===== src/rtl/y86_pipe_ctrl_pkg.sv =====
// Y86-64 shared encodings: icodes, stats, register ids and control states.
// Imported by every pipeline stage and by the pipeline control block.
package y86_pkg;

  localparam logic [3:0] I_HALT   = 4'h0;
  localparam logic [3:0] I_NOP    = 4'h1;
  localparam logic [3:0] I_MRMOVQ = 4'h5;
  localparam logic [3:0] I_OPQ    = 4'h6;
  localparam logic [3:0] I_JXX    = 4'h7;
  localparam logic [3:0] I_RET    = 4'h9;
  localparam logic [3:0] I_POPQ   = 4'hB;

  localparam logic [3:0] S_AOK = 4'd1;
  localparam logic [3:0] S_HLT = 4'd2;
  localparam logic [3:0] S_ADR = 4'd3;
  localparam logic [3:0] S_INS = 4'd4;
  localparam logic [3:0] S_TMO = 4'd5;

  localparam logic [3:0] RNONE = 4'hF;

  localparam logic [1:0] ST_RUN  = 2'd0;
  localparam logic [1:0] ST_STOP = 2'd1;
  localparam logic [1:0] ST_TMO  = 2'd2;

  function automatic logic is_stop_stat(input logic [3:0] s);
    return (s == S_HLT) || (s == S_ADR) || (s == S_INS);
  endfunction

endpackage


===== src/rtl/y86_pipe_ctrl_if.sv =====
// Bundle between the pipeline stage registers and the control block.
// master = pipeline side, slave = control block.
interface y86_pipe_ctrl_if #(
  parameter int CNT_W = 32
);
  logic [3:0]       D_icode;
  logic [3:0]       d_srcA;
  logic [3:0]       d_srcB;
  logic [3:0]       E_icode;
  logic [3:0]       E_dstM;
  logic             e_cnd;
  logic [3:0]       M_icode;
  logic [3:0]       m_stat;
  logic [3:0]       W_stat;
  logic [3:0]       W_icode;
  logic             F_stall;
  logic             D_stall;
  logic             D_bubble;
  logic             E_bubble;
  logic             M_bubble;
  logic             W_stall;
  logic             set_cc;
  logic [1:0]       state;
  logic [3:0]       final_stat;
  logic [CNT_W-1:0] cycle_cnt;
  logic [CNT_W-1:0] retire_cnt;
  logic [CNT_W-1:0] stall_cnt;
  logic [CNT_W-1:0] mispred_cnt;

  modport master (
    output D_icode, d_srcA, d_srcB, E_icode, E_dstM, e_cnd,
    output M_icode, m_stat, W_stat, W_icode,
    input  F_stall, D_stall, D_bubble, E_bubble, M_bubble,
    input  W_stall, set_cc, state, final_stat,
    input  cycle_cnt, retire_cnt, stall_cnt, mispred_cnt
  );

  modport slave (
    input  D_icode, d_srcA, d_srcB, E_icode, E_dstM, e_cnd,
    input  M_icode, m_stat, W_stat, W_icode,
    output F_stall, D_stall, D_bubble, E_bubble, M_bubble,
    output W_stall, set_cc, state, final_stat,
    output cycle_cnt, retire_cnt, stall_cnt, mispred_cnt
  );
endinterface


===== src/rtl/y86_pipe_ctrl_sat_counter.sv =====
// Saturating up-counter: holds at all-ones instead of wrapping.
module y86_sat_counter #(
  parameter int W = 32
) (
  input  logic         clk,
  input  logic         rst_n,
  input  logic         en,
  output logic [W-1:0] q
);

  logic [W-1:0] r_q;

  // count up while enabled, stick at the top value
  always_ff @(posedge clk or negedge rst_n) begin
    if (!rst_n) begin
      r_q <= '0;
    end else if (en && (r_q != '1)) begin
      r_q <= r_q + 1'b1;
    end
  end

  assign q = r_q;

endmodule


===== src/rtl/y86_pipe_ctrl.sv =====
// Y86-64 pipeline control: hazard stalls/bubbles, cc enable,
// run/stop/timeout state, latched final status and perf counters.
module y86_pipe_ctrl
  import y86_pkg::*;
#(
  parameter int CNT_W       = 32,
  parameter int RET_BUBBLES = 3,
  parameter int WDOG_CYCLES = 0
) (
  input logic             clk,
  input logic             rst_n,
  y86_pipe_ctrl_if.slave  bus
);

  localparam logic [2:0] RET_LOAD = 3'(RET_BUBBLES - 1);
  localparam logic [CNT_W-1:0] WDOG_LAST =
    CNT_W'((WDOG_CYCLES == 0) ? 0 : (WDOG_CYCLES - 1));

  logic [2:0]       r_ret_cnt;
  logic [1:0]       r_state;
  logic [3:0]       r_final;
  logic             w_load_use;
  logic             w_mispred;
  logic             w_ret_active;
  logic             w_run;
  logic             w_halt;
  logic             w_wdog;
  logic             w_retire;
  logic [CNT_W-1:0] w_cycle;
  logic             w_unused_micode;

  // memory-stage icode is carried in the bundle but not needed here
  assign w_unused_micode = ^bus.M_icode;

  assign w_load_use =
    ((bus.E_icode == I_MRMOVQ) || (bus.E_icode == I_POPQ)) &&
    (bus.E_dstM != RNONE) &&
    ((bus.E_dstM == bus.d_srcA) || (bus.E_dstM == bus.d_srcB));

  assign w_mispred    = (bus.E_icode == I_JXX) && !bus.e_cnd;
  assign w_ret_active = (bus.D_icode == I_RET) || (r_ret_cnt != 3'd0);
  assign w_run        = (r_state == ST_RUN);
  assign w_halt       = is_stop_stat(bus.W_stat);
  assign w_wdog       = (WDOG_CYCLES != 0) && (w_cycle == WDOG_LAST);
  assign w_retire     = (bus.W_stat == S_AOK) && (bus.W_icode != I_NOP);

  // remaining ret bubbles after the cycle ret itself sits in D
  always_ff @(posedge clk or negedge rst_n) begin
    if (!rst_n) begin
      r_ret_cnt <= 3'd0;
    end else if ((bus.D_icode == I_RET) && (r_ret_cnt == 3'd0) &&
                 !w_load_use && !w_mispred) begin
      r_ret_cnt <= RET_LOAD;
    end else if (r_ret_cnt != 3'd0) begin
      r_ret_cnt <= r_ret_cnt - 3'd1;
    end
  end

  // run/stop/timeout; a retiring fault beats the watchdog
  always_ff @(posedge clk or negedge rst_n) begin
    if (!rst_n) begin
      r_state <= ST_RUN;
      r_final <= S_AOK;
    end else if (w_run) begin
      if (w_halt) begin
        r_state <= ST_STOP;
        r_final <= bus.W_stat;
      end else if (w_wdog) begin
        r_state <= ST_TMO;
        r_final <= S_TMO;
      end
    end
  end

  // stage controls; once stopped the whole pipe freezes
  always_comb begin
    bus.F_stall  = 1'b1;
    bus.D_stall  = 1'b1;
    bus.D_bubble = 1'b0;
    bus.E_bubble = 1'b1;
    bus.M_bubble = 1'b1;
    bus.W_stall  = 1'b1;
    bus.set_cc   = 1'b0;
    if (w_run) begin
      bus.F_stall  = w_load_use || w_ret_active;
      bus.D_stall  = w_load_use;
      bus.D_bubble = w_mispred || (w_ret_active && !w_load_use);
      bus.E_bubble = w_mispred || w_load_use;
      bus.M_bubble = (bus.m_stat != S_AOK) || (bus.W_stat != S_AOK);
      bus.W_stall  = (bus.W_stat != S_AOK);
      bus.set_cc   = (bus.E_icode == I_OPQ) &&
                     (bus.m_stat == S_AOK) && (bus.W_stat == S_AOK);
    end
  end

  y86_sat_counter #(.W(CNT_W)) u_cyc (
    .clk(clk), .rst_n(rst_n), .en(w_run), .q(w_cycle)
  );

  y86_sat_counter #(.W(CNT_W)) u_ret (
    .clk(clk), .rst_n(rst_n), .en(w_run && w_retire),
    .q(bus.retire_cnt)
  );

  y86_sat_counter #(.W(CNT_W)) u_stl (
    .clk(clk), .rst_n(rst_n), .en(w_run && bus.F_stall),
    .q(bus.stall_cnt)
  );

  y86_sat_counter #(.W(CNT_W)) u_mis (
    .clk(clk), .rst_n(rst_n), .en(w_run && w_mispred),
    .q(bus.mispred_cnt)
  );

  assign bus.cycle_cnt  = w_cycle;
  assign bus.state      = r_state;
  assign bus.final_stat = r_final;

endmodule


===== src/flat_wrapper.sv =====
// flat-port wrapper written by rule: the top's interface ports become plain ports
module y86_pipe_ctrl_flat import y86_pkg::*;
#(
  parameter int CNT_W       = 32,
  parameter int RET_BUBBLES = 3,
  parameter int WDOG_CYCLES = 0
)
  (clk, rst_n, bus_D_icode, bus_d_srcA, bus_d_srcB, bus_E_icode, bus_E_dstM, bus_e_cnd, bus_M_icode, bus_m_stat, bus_W_stat, bus_W_icode, bus_F_stall, bus_D_stall, bus_D_bubble, bus_E_bubble, bus_M_bubble, bus_W_stall, bus_set_cc, bus_state, bus_final_stat, bus_cycle_cnt, bus_retire_cnt, bus_stall_cnt, bus_mispred_cnt);
  y86_pipe_ctrl_if #(.CNT_W(CNT_W)) bus_i ();
  input logic clk;
  input logic rst_n;
  input wire logic [$bits(bus_i.D_icode)-1:0] bus_D_icode;
  input wire logic [$bits(bus_i.d_srcA)-1:0] bus_d_srcA;
  input wire logic [$bits(bus_i.d_srcB)-1:0] bus_d_srcB;
  input wire logic [$bits(bus_i.E_icode)-1:0] bus_E_icode;
  input wire logic [$bits(bus_i.E_dstM)-1:0] bus_E_dstM;
  input wire logic [$bits(bus_i.e_cnd)-1:0] bus_e_cnd;
  input wire logic [$bits(bus_i.M_icode)-1:0] bus_M_icode;
  input wire logic [$bits(bus_i.m_stat)-1:0] bus_m_stat;
  input wire logic [$bits(bus_i.W_stat)-1:0] bus_W_stat;
  input wire logic [$bits(bus_i.W_icode)-1:0] bus_W_icode;
  output wire logic [$bits(bus_i.F_stall)-1:0] bus_F_stall;
  output wire logic [$bits(bus_i.D_stall)-1:0] bus_D_stall;
  output wire logic [$bits(bus_i.D_bubble)-1:0] bus_D_bubble;
  output wire logic [$bits(bus_i.E_bubble)-1:0] bus_E_bubble;
  output wire logic [$bits(bus_i.M_bubble)-1:0] bus_M_bubble;
  output wire logic [$bits(bus_i.W_stall)-1:0] bus_W_stall;
  output wire logic [$bits(bus_i.set_cc)-1:0] bus_set_cc;
  output wire logic [$bits(bus_i.state)-1:0] bus_state;
  output wire logic [$bits(bus_i.final_stat)-1:0] bus_final_stat;
  output wire logic [$bits(bus_i.cycle_cnt)-1:0] bus_cycle_cnt;
  output wire logic [$bits(bus_i.retire_cnt)-1:0] bus_retire_cnt;
  output wire logic [$bits(bus_i.stall_cnt)-1:0] bus_stall_cnt;
  output wire logic [$bits(bus_i.mispred_cnt)-1:0] bus_mispred_cnt;
  assign bus_i.D_icode = bus_D_icode;
  assign bus_i.d_srcA = bus_d_srcA;
  assign bus_i.d_srcB = bus_d_srcB;
  assign bus_i.E_icode = bus_E_icode;
  assign bus_i.E_dstM = bus_E_dstM;
  assign bus_i.e_cnd = bus_e_cnd;
  assign bus_i.M_icode = bus_M_icode;
  assign bus_i.m_stat = bus_m_stat;
  assign bus_i.W_stat = bus_W_stat;
  assign bus_i.W_icode = bus_W_icode;
  assign bus_F_stall = bus_i.F_stall;
  assign bus_D_stall = bus_i.D_stall;
  assign bus_D_bubble = bus_i.D_bubble;
  assign bus_E_bubble = bus_i.E_bubble;
  assign bus_M_bubble = bus_i.M_bubble;
  assign bus_W_stall = bus_i.W_stall;
  assign bus_set_cc = bus_i.set_cc;
  assign bus_state = bus_i.state;
  assign bus_final_stat = bus_i.final_stat;
  assign bus_cycle_cnt = bus_i.cycle_cnt;
  assign bus_retire_cnt = bus_i.retire_cnt;
  assign bus_stall_cnt = bus_i.stall_cnt;
  assign bus_mispred_cnt = bus_i.mispred_cnt;
  y86_pipe_ctrl #(.CNT_W(CNT_W), .RET_BUBBLES(RET_BUBBLES), .WDOG_CYCLES(WDOG_CYCLES)) u_core (.clk(clk), .rst_n(rst_n), .bus(bus_i));
endmodule

===== config.mk =====
export PLATFORM = sky130hd
export DESIGN_NAME = y86_pipe_ctrl_flat
export DESIGN_NICKNAME = d
export VERILOG_FILES = /design/src/rtl/y86_pipe_ctrl_pkg.sv /design/src/rtl/y86_pipe_ctrl_if.sv /design/src/rtl/y86_pipe_ctrl_sat_counter.sv /design/src/rtl/y86_pipe_ctrl.sv /design/src/flat_wrapper.sv
export SDC_FILE = /design/constraint.sdc
export NUM_CORES = 1
export LEC_CHECK = 0
export BUFFER_PORTS_ARGS = -buffer_cell sky130_fd_sc_hd__clkbuf_2
export CORE_ASPECT_RATIO = 0.9
export CORE_MARGIN = 2
export CORE_UTILIZATION = 58
export CTS_BUF_LIST = sky130_fd_sc_hd__clkbuf_16
export CTS_CLUSTER_DIAMETER = 200
export DETAILED_ROUTE_END_ITERATION = 10
export HOLD_SLACK_MARGIN = 0.12
export PLACE_DENSITY_LB_ADDON = 0.08
export SLEW_MARGIN = 10
export SYNTH_ARGS = -nofsm -noshare
export SYNTH_HDL_FRONTEND = slang
export SYNTH_HIERARCHICAL = 1
export SYNTH_SLANG_ARGS = --single-unit

===== constraint.sdc =====
create_clock -name clk -period 5.09 [get_ports clk]
set_input_delay 0.509 -clock clk [delete_from_list [all_inputs] [get_ports clk]]
set_output_delay 0.509 -clock clk [all_outputs]
set_load 0.02 [all_outputs]

Yosys cells after proc, flatten, opt, wreduce, memory -nomap -nowiden
Cells that the tools add are included.

storage, ports and cells
  register bits = 136
  input port bits = 39
  output and inout port bits = 141

operators by class
  add/sub/neg operators = 5
  equality and inequality tests = 20
  mux-type cells = 9
  reductions and logical operators = 34

operator list
  kind                   count
  $add 32x1->32 const B  4
  $ne 32x32->1 const B   4
  $logic_and 1x1->1      17
  $eq 4x3->1 const B     4
  $ne 4x1->1 const B     3
  $logic_or 1x1->1       9
  $eq 4x1->1 const B     2
  $eq 4x2->1 const B     2
  $eq 4x4->1             2
  $eq 4x4->1 const B     2
  $mux 1                 7
  $mux 3                 2
  $ne 4x4->1 const B     1
  $logic_not 1->1        3
  $logic_not 3->1        1
  $reduce_bool 3->1      1
  $sub 3x1->3 const B    1
  $logic_not 2->1        1
  $reduce_and 2->1       1
  $reduce_bool 2->1      1

Longest topological paths before layout
  depth after elaboration = 8
  gate-level depth with buffers = 11
  depth with buffers taken out = 9

Hierarchy
The synthesis kept the hierarchy.

by module, submodules not included
  module                               times used  cells each  area each (um2)  sequential area each (um2)
  y86_sat_counter at u_core.u_cyc ...  3           151         1624.1           800.8
  y86_sat_counter at u_core.u_mis      1           140         1522.7           800.8
  y86_pipe_ctrl                        1           68          598.1            201.4

Worst setup path before layout
OpenSTA, ideal clock, no wires.

  path type = in2reg
  from = in bus_E_icode[1]
  to = reg u_core.u_stl.r_q[29] (netlist: u_core/u_stl/q[29])
  library setup time = 0.080 ns
  arrival = 2.707 ns
  required time = 5.010 ns
  path slack = 2.303 ns
  stages on the path = 9
  path buffers = 1
  cells stage by stage = or3b_1 > a221o_1 > a31oi_1 > and3_1 > nor2b_1 > clkbuf_1 > nand4_1 > nor4_2 > xor2_1

on the way
  cells in the longest elaborated chain, start to end = 8
  elaborated cells on any way between the ends = 9
  classes of those cells = 2 x eq/ne; 1 x mux; 6 x reduce/logical

ends and longest elaborated chain
  element                                   RTL line                         text
  start, declared                           flat_wrapper.sv:15               input wire logic [$bits(bus_i.E_icode)-1:0] bus_E_icode;
  $eq 4x3->1 or $eq 4x4->1 (tied branches)  y86_pipe_ctrl.sv:36              ((bus.E_icode == I_MRMOVQ) || (bus.E_icode == I_POPQ)) &&
  $logic_or 1x1->1 *                        y86_pipe_ctrl.sv:36
  $logic_and 1x1->1 *                       y86_pipe_ctrl.sv:36
  $logic_and 1x1->1 *                       y86_pipe_ctrl.sv:37              (bus.E_dstM != RNONE) &&
  $logic_or 1x1->1 *                        y86_pipe_ctrl.sv:85              bus.F_stall = w_load_use || w_ret_active;
  $mux 1 *                                  y86_pipe_ctrl.sv:84              if (w_run) begin
  $logic_and 1x1->1 *                       y86_pipe_ctrl.sv:106             .clk(clk), .rst_n(rst_n), .en(w_run && bus.F_stall),
  $logic_and 1x1->1 *                       y86_pipe_ctrl_sat_counter.sv:17  end else if (en && (r_q != '1)) begin
  end signal, assigned                      y86_pipe_ctrl_sat_counter.sv:18  r_q <= r_q + 1'b1;
  end, declared                             y86_pipe_ctrl_sat_counter.sv:11  logic [W-1:0] r_q;

Mark *: on every way between the ends. The rest lies on a longest branch, timed or not.
A chain may end at the register's enable or synchronous reset.

Worst setup path in the final report
Same ends and word-level chain as after synthesis.

==> metrics.json <==
{
  "status": "complete, no violations",
  "worstSetupStartpointType": "primary input",
  "grt_start_max_net_pins": 102,
  "worst_r2r_startpoint": "u_core/r_ret_cnt[0]$_DFFE_PN0P_",
  "most_frequent_cells_in_the_layout": "173 x clkbuf_2, 135 x dfrtp_1, 99 x xnor2_1",
  "critPathSlowestCell": "a31oi_1",
  "initial_utilization_pct": 58.8,
  "finalHoldViolCount": 0,
  "overall_global_routing_usage_pct": 26.5,
  "top_fanout_value_on_the_critical_path": 8,
  "cts.htree.levels": 4,
  "proportion_of_netlist_area_held_by_the_largest_area_contributor_pct": 48.3,
  "synth_ff_type": "dfrtp_1",
  "dieArea_um2": 13000,
  "synth.lib_cells_used.distinct": 50,
  "syn-instance-count": 661,
  "synth_async_sr_flop_share_pct": 100,
  "power_frac_clock_pct": 49.4,
  "switching_share_pct": 22.8,
  "synth_simple_gate_area_share_pct": 27.4,
  "timing.clock.skew_ns": 0.00863,
  "first_global_vias": 5429,
  "synthesized_area_fraction_occupied_by_xor_and_xnor_cells_pct": 15.8,
  "worst_r2r_endpoint": "u_core/u_stl/q[29]$_DFFE_PN0P_",
  "post_cts_buffers": 0,
  "clkSlewWorstSetupHoldPaths_ns": 0.06,
  "gp_congestion": 0.902,
  "cell_by_cell_listing_of_the_critical_path": "clkbuf_2, or3b_1, a221o_1, a31oi_1, and3_1, nor2b_1, nand4_1, nor4_2, xor2_1",
  "std_cell_rows": 38,
  "fin_area_um2": 8580,
  "final_common_cell": "clkbuf_2",
  "cts_buffer_count": 17,
  "drt.antenna.violating_nets": 0,
  "design.final.nets": 890,
  "drc_errors": 0,
  "cts.repair.resized": 0,
  "place.port_buffers": 174,
  "detail_route.wirelength_mm": 16.8,
  "yosys_warnings": 6,
  "synthesis.area_um2": 6990,
  "post_route_cells_drive_above_1_share_pct": 28.8,
  "num_vias": 5944,
  "clock_insertion_delay_worst_skew_ns": 0.42,
  "layout-area-overhead-vs-synth_pct": 22.8,
  "finalWorstPathRequiredPeriod_ns": 3.11,
  "power.sequential.fraction_pct": 45.7,
  "worst_path_setup_slack_after_routing_ns": 1.98,
  "timing.hold.worst.class": "primary input to asynchronous set/reset pin",
  "syn_nets": 706,
  "grt_antenna_before_repair": 0,
  "antenna_cells": 0,
  "drt_iter0_markers": 437,
  "yosys-mux-area-fraction_pct": 1.45,
  "reg2reg_depth": 9,
  "avgRoutedWirePerCell_um": 16.5,
  "synth_compound_gate_area_share_pct": 3.94,
  "peakVddDrop_mv": 0.186,
  "dr.pass1.iters": 6,
  "final_util_pct": 72.2,
  "p_int_mw": 1.87,
  "setup_viol_count_final": 0,
  "worst_path_largest_cell_delay_ns": 0.64,
  "endpoint_required_time_on_the_critical_path_ns": 5.43,
  "worst_slew_pin_slew_ns": 1.04,
  "die_h_um": 108,
  "cellLeakagePower_nw": 4.04,
  "synth-seq-cells": 136,
  "cp-end-kind": "register",
  "cts-hold-fix-buffers": 0,
  "netlist_top_cells_area": "dfrtp_1 48%, xnor2_1 12%, nand4_1 5.7%",
  "io_pins": 180,
  "place.detailed.hpwl_mm": 12.1,
  "first_pass_grt_wire_length_mm": 27.0,
  "ff2ff_setup_slack_ns": 2.06,
  "core_um2": 11900,
  "power_density_nw_per_um2": 282,
  "synth_fa_ha_area_share_pct": 1.07,
  "tritoncts": "done",
  "filler_cell_count": 869,
  "route.detailed.vias_per_inst": 5.84,
  "numClockSinks": 136,
  "synth_sequential_area_ratio_pct": 48.7,
  "critPathKind": "primary input to register",
  "cts.path.max_buffers": 2,
  "fmaxAchievable_ghz": 0.321,
  "power.switching_uw": 551,
  "slew_headroom_pct": 30.0,
  "power.share.combinational_pct": 4.9,
  "synth-edff-count": 0,
  "timing.final.crit_share_pct": 61.2,
  "grt_setup_unrepaired": "false",
  "holdWs_ns": 0.200,
  "post-synth-top-area-cell": "dfrtp_1",
  "synth_area_per_cell_um2": 10.6,
  "cell_area_after_placement_um2": 8010,
  "dp_worst_setup_slack_ns": 1.66,
  "synth_top_family_by_area": "simple AND/OR/NAND/NOR gates",
  "crit_arrival_ns": 3.45,
  "clock_tree.root_cell": "clkbuf_16",
  "chipWidth_um": 120,
  "grt_overflow_total": 0,
  "max-cap-violations": 0,
  "fin_setup_tns_ns": 0,
  "maxSlewViolCount": 0
}
[power groups by stage]
stage | logic [mW] | clock network, mW | registers [mW]
2_1_floorplan | 0.0651 | 0 | 1.12
3_3_place_gp | 0.109 | 0 | 1.12
3_5_place_dp | 0.119 | 0 | 1.12
4_1_cts | 0.120 | 1.22 | 1.10
5_1_grt | 0.137 | 1.26 | 1.11
6_report | 0.118 | 1.19 | 1.10
[routing by layer]
metal | vias up | GRT usage, % | wire length [um]
met5 | - | 0 | 0
met4 | 0 | 8.82 | 193
met3 | 16 | 7.75 | 1100
met2 | 237 | 41.7 | 8040
met1 | 2913 | 35.6 | 7450
li1 | 2778 | - | -
[Yosys cell counts (all sizes together) (11+ instances only)]
cell / n
nor2: 45
xor2: 27
nand2: 66
dfrtp: 135
inv: 11
nand4: 68
nor3: 18
nand3: 59
nor4: 20
and4: 15
xnor2: 99
a21oi: 12
[worst max-delay path by stage]
stage | from | endpoint | slack, ns | cells past startpoint
global placement | bus_E_icode[1] | u_core/u_stl/q[29]$_DFFE_PN0P_ | 1.73 | 9
global route | bus_E_dstM[3] | u_core/u_stl/q[29]$_DFFE_PN0P_ | 1.89 | 10
CTS | bus_E_icode[1] | u_core/u_stl/q[29]$_DFFE_PN0P_ | 2.10 | 9
finish | bus_E_icode[1] | u_core/u_stl/q[29]$_DFFE_PN0P_ | 1.98 | 9
floorplan | bus_E_icode[1] | u_core/u_stl/q[29]$_DFFE_PN0P_ | 2.30 | 9
detailed placement | bus_E_icode[1] | u_core/u_stl/q[29]$_DFFE_PN0P_ | 1.66 | 9
[critical path, delay by kind of cell]
family          cells  cell delay (ns)
buf+inv             1             0.09
xor+xnor            1             0.17
compound gates      2             1.06
simple gates        5             1.61
[kinds of logic after synthesis]
group                      after synthesis
AOI/OAI and AO/OA                       34
xor gates and xnor gates               126
adders and majority gates                6
buffers and inverters                   21
DFF                                    136
muxes                                    9
other                                    1
and+or+nand+nor                        328
[state kept, by name, indices dropped and copies added (netlist names)]
name and cells:
u_core/u_cyc/q 32, u_core/r_ret_cnt 3, u_core/u_mis/q 32, u_core/bus.final_stat 4, u_core/u_ret/q 32, u_core/u_stl/q 32, u_core/bus.state 1
[stage by stage]
step | total power, mW | cells
2_1_floorplan | 1.19 | 661
3_3_place_gp | 1.23 | 986
3_5_place_dp | 1.24 | 986
4_1_cts | 2.44 | 1018
5_1_grt | 2.51 | 1018
6_report | 2.42 | 1018
[final cells by class]
cell class	instances	area, um2	area share [%]
clock buffer	17	425	4.96
timing repair buffer	175	885	10.3
multi-input combinational	504	3480	40.5
sequential	136	3400	39.7
tap	160	200	2.33
clock inverter	15	153	1.78
inverter	11	41.3	0.481
No activity file was read; power rests on OpenSTA's default activity.
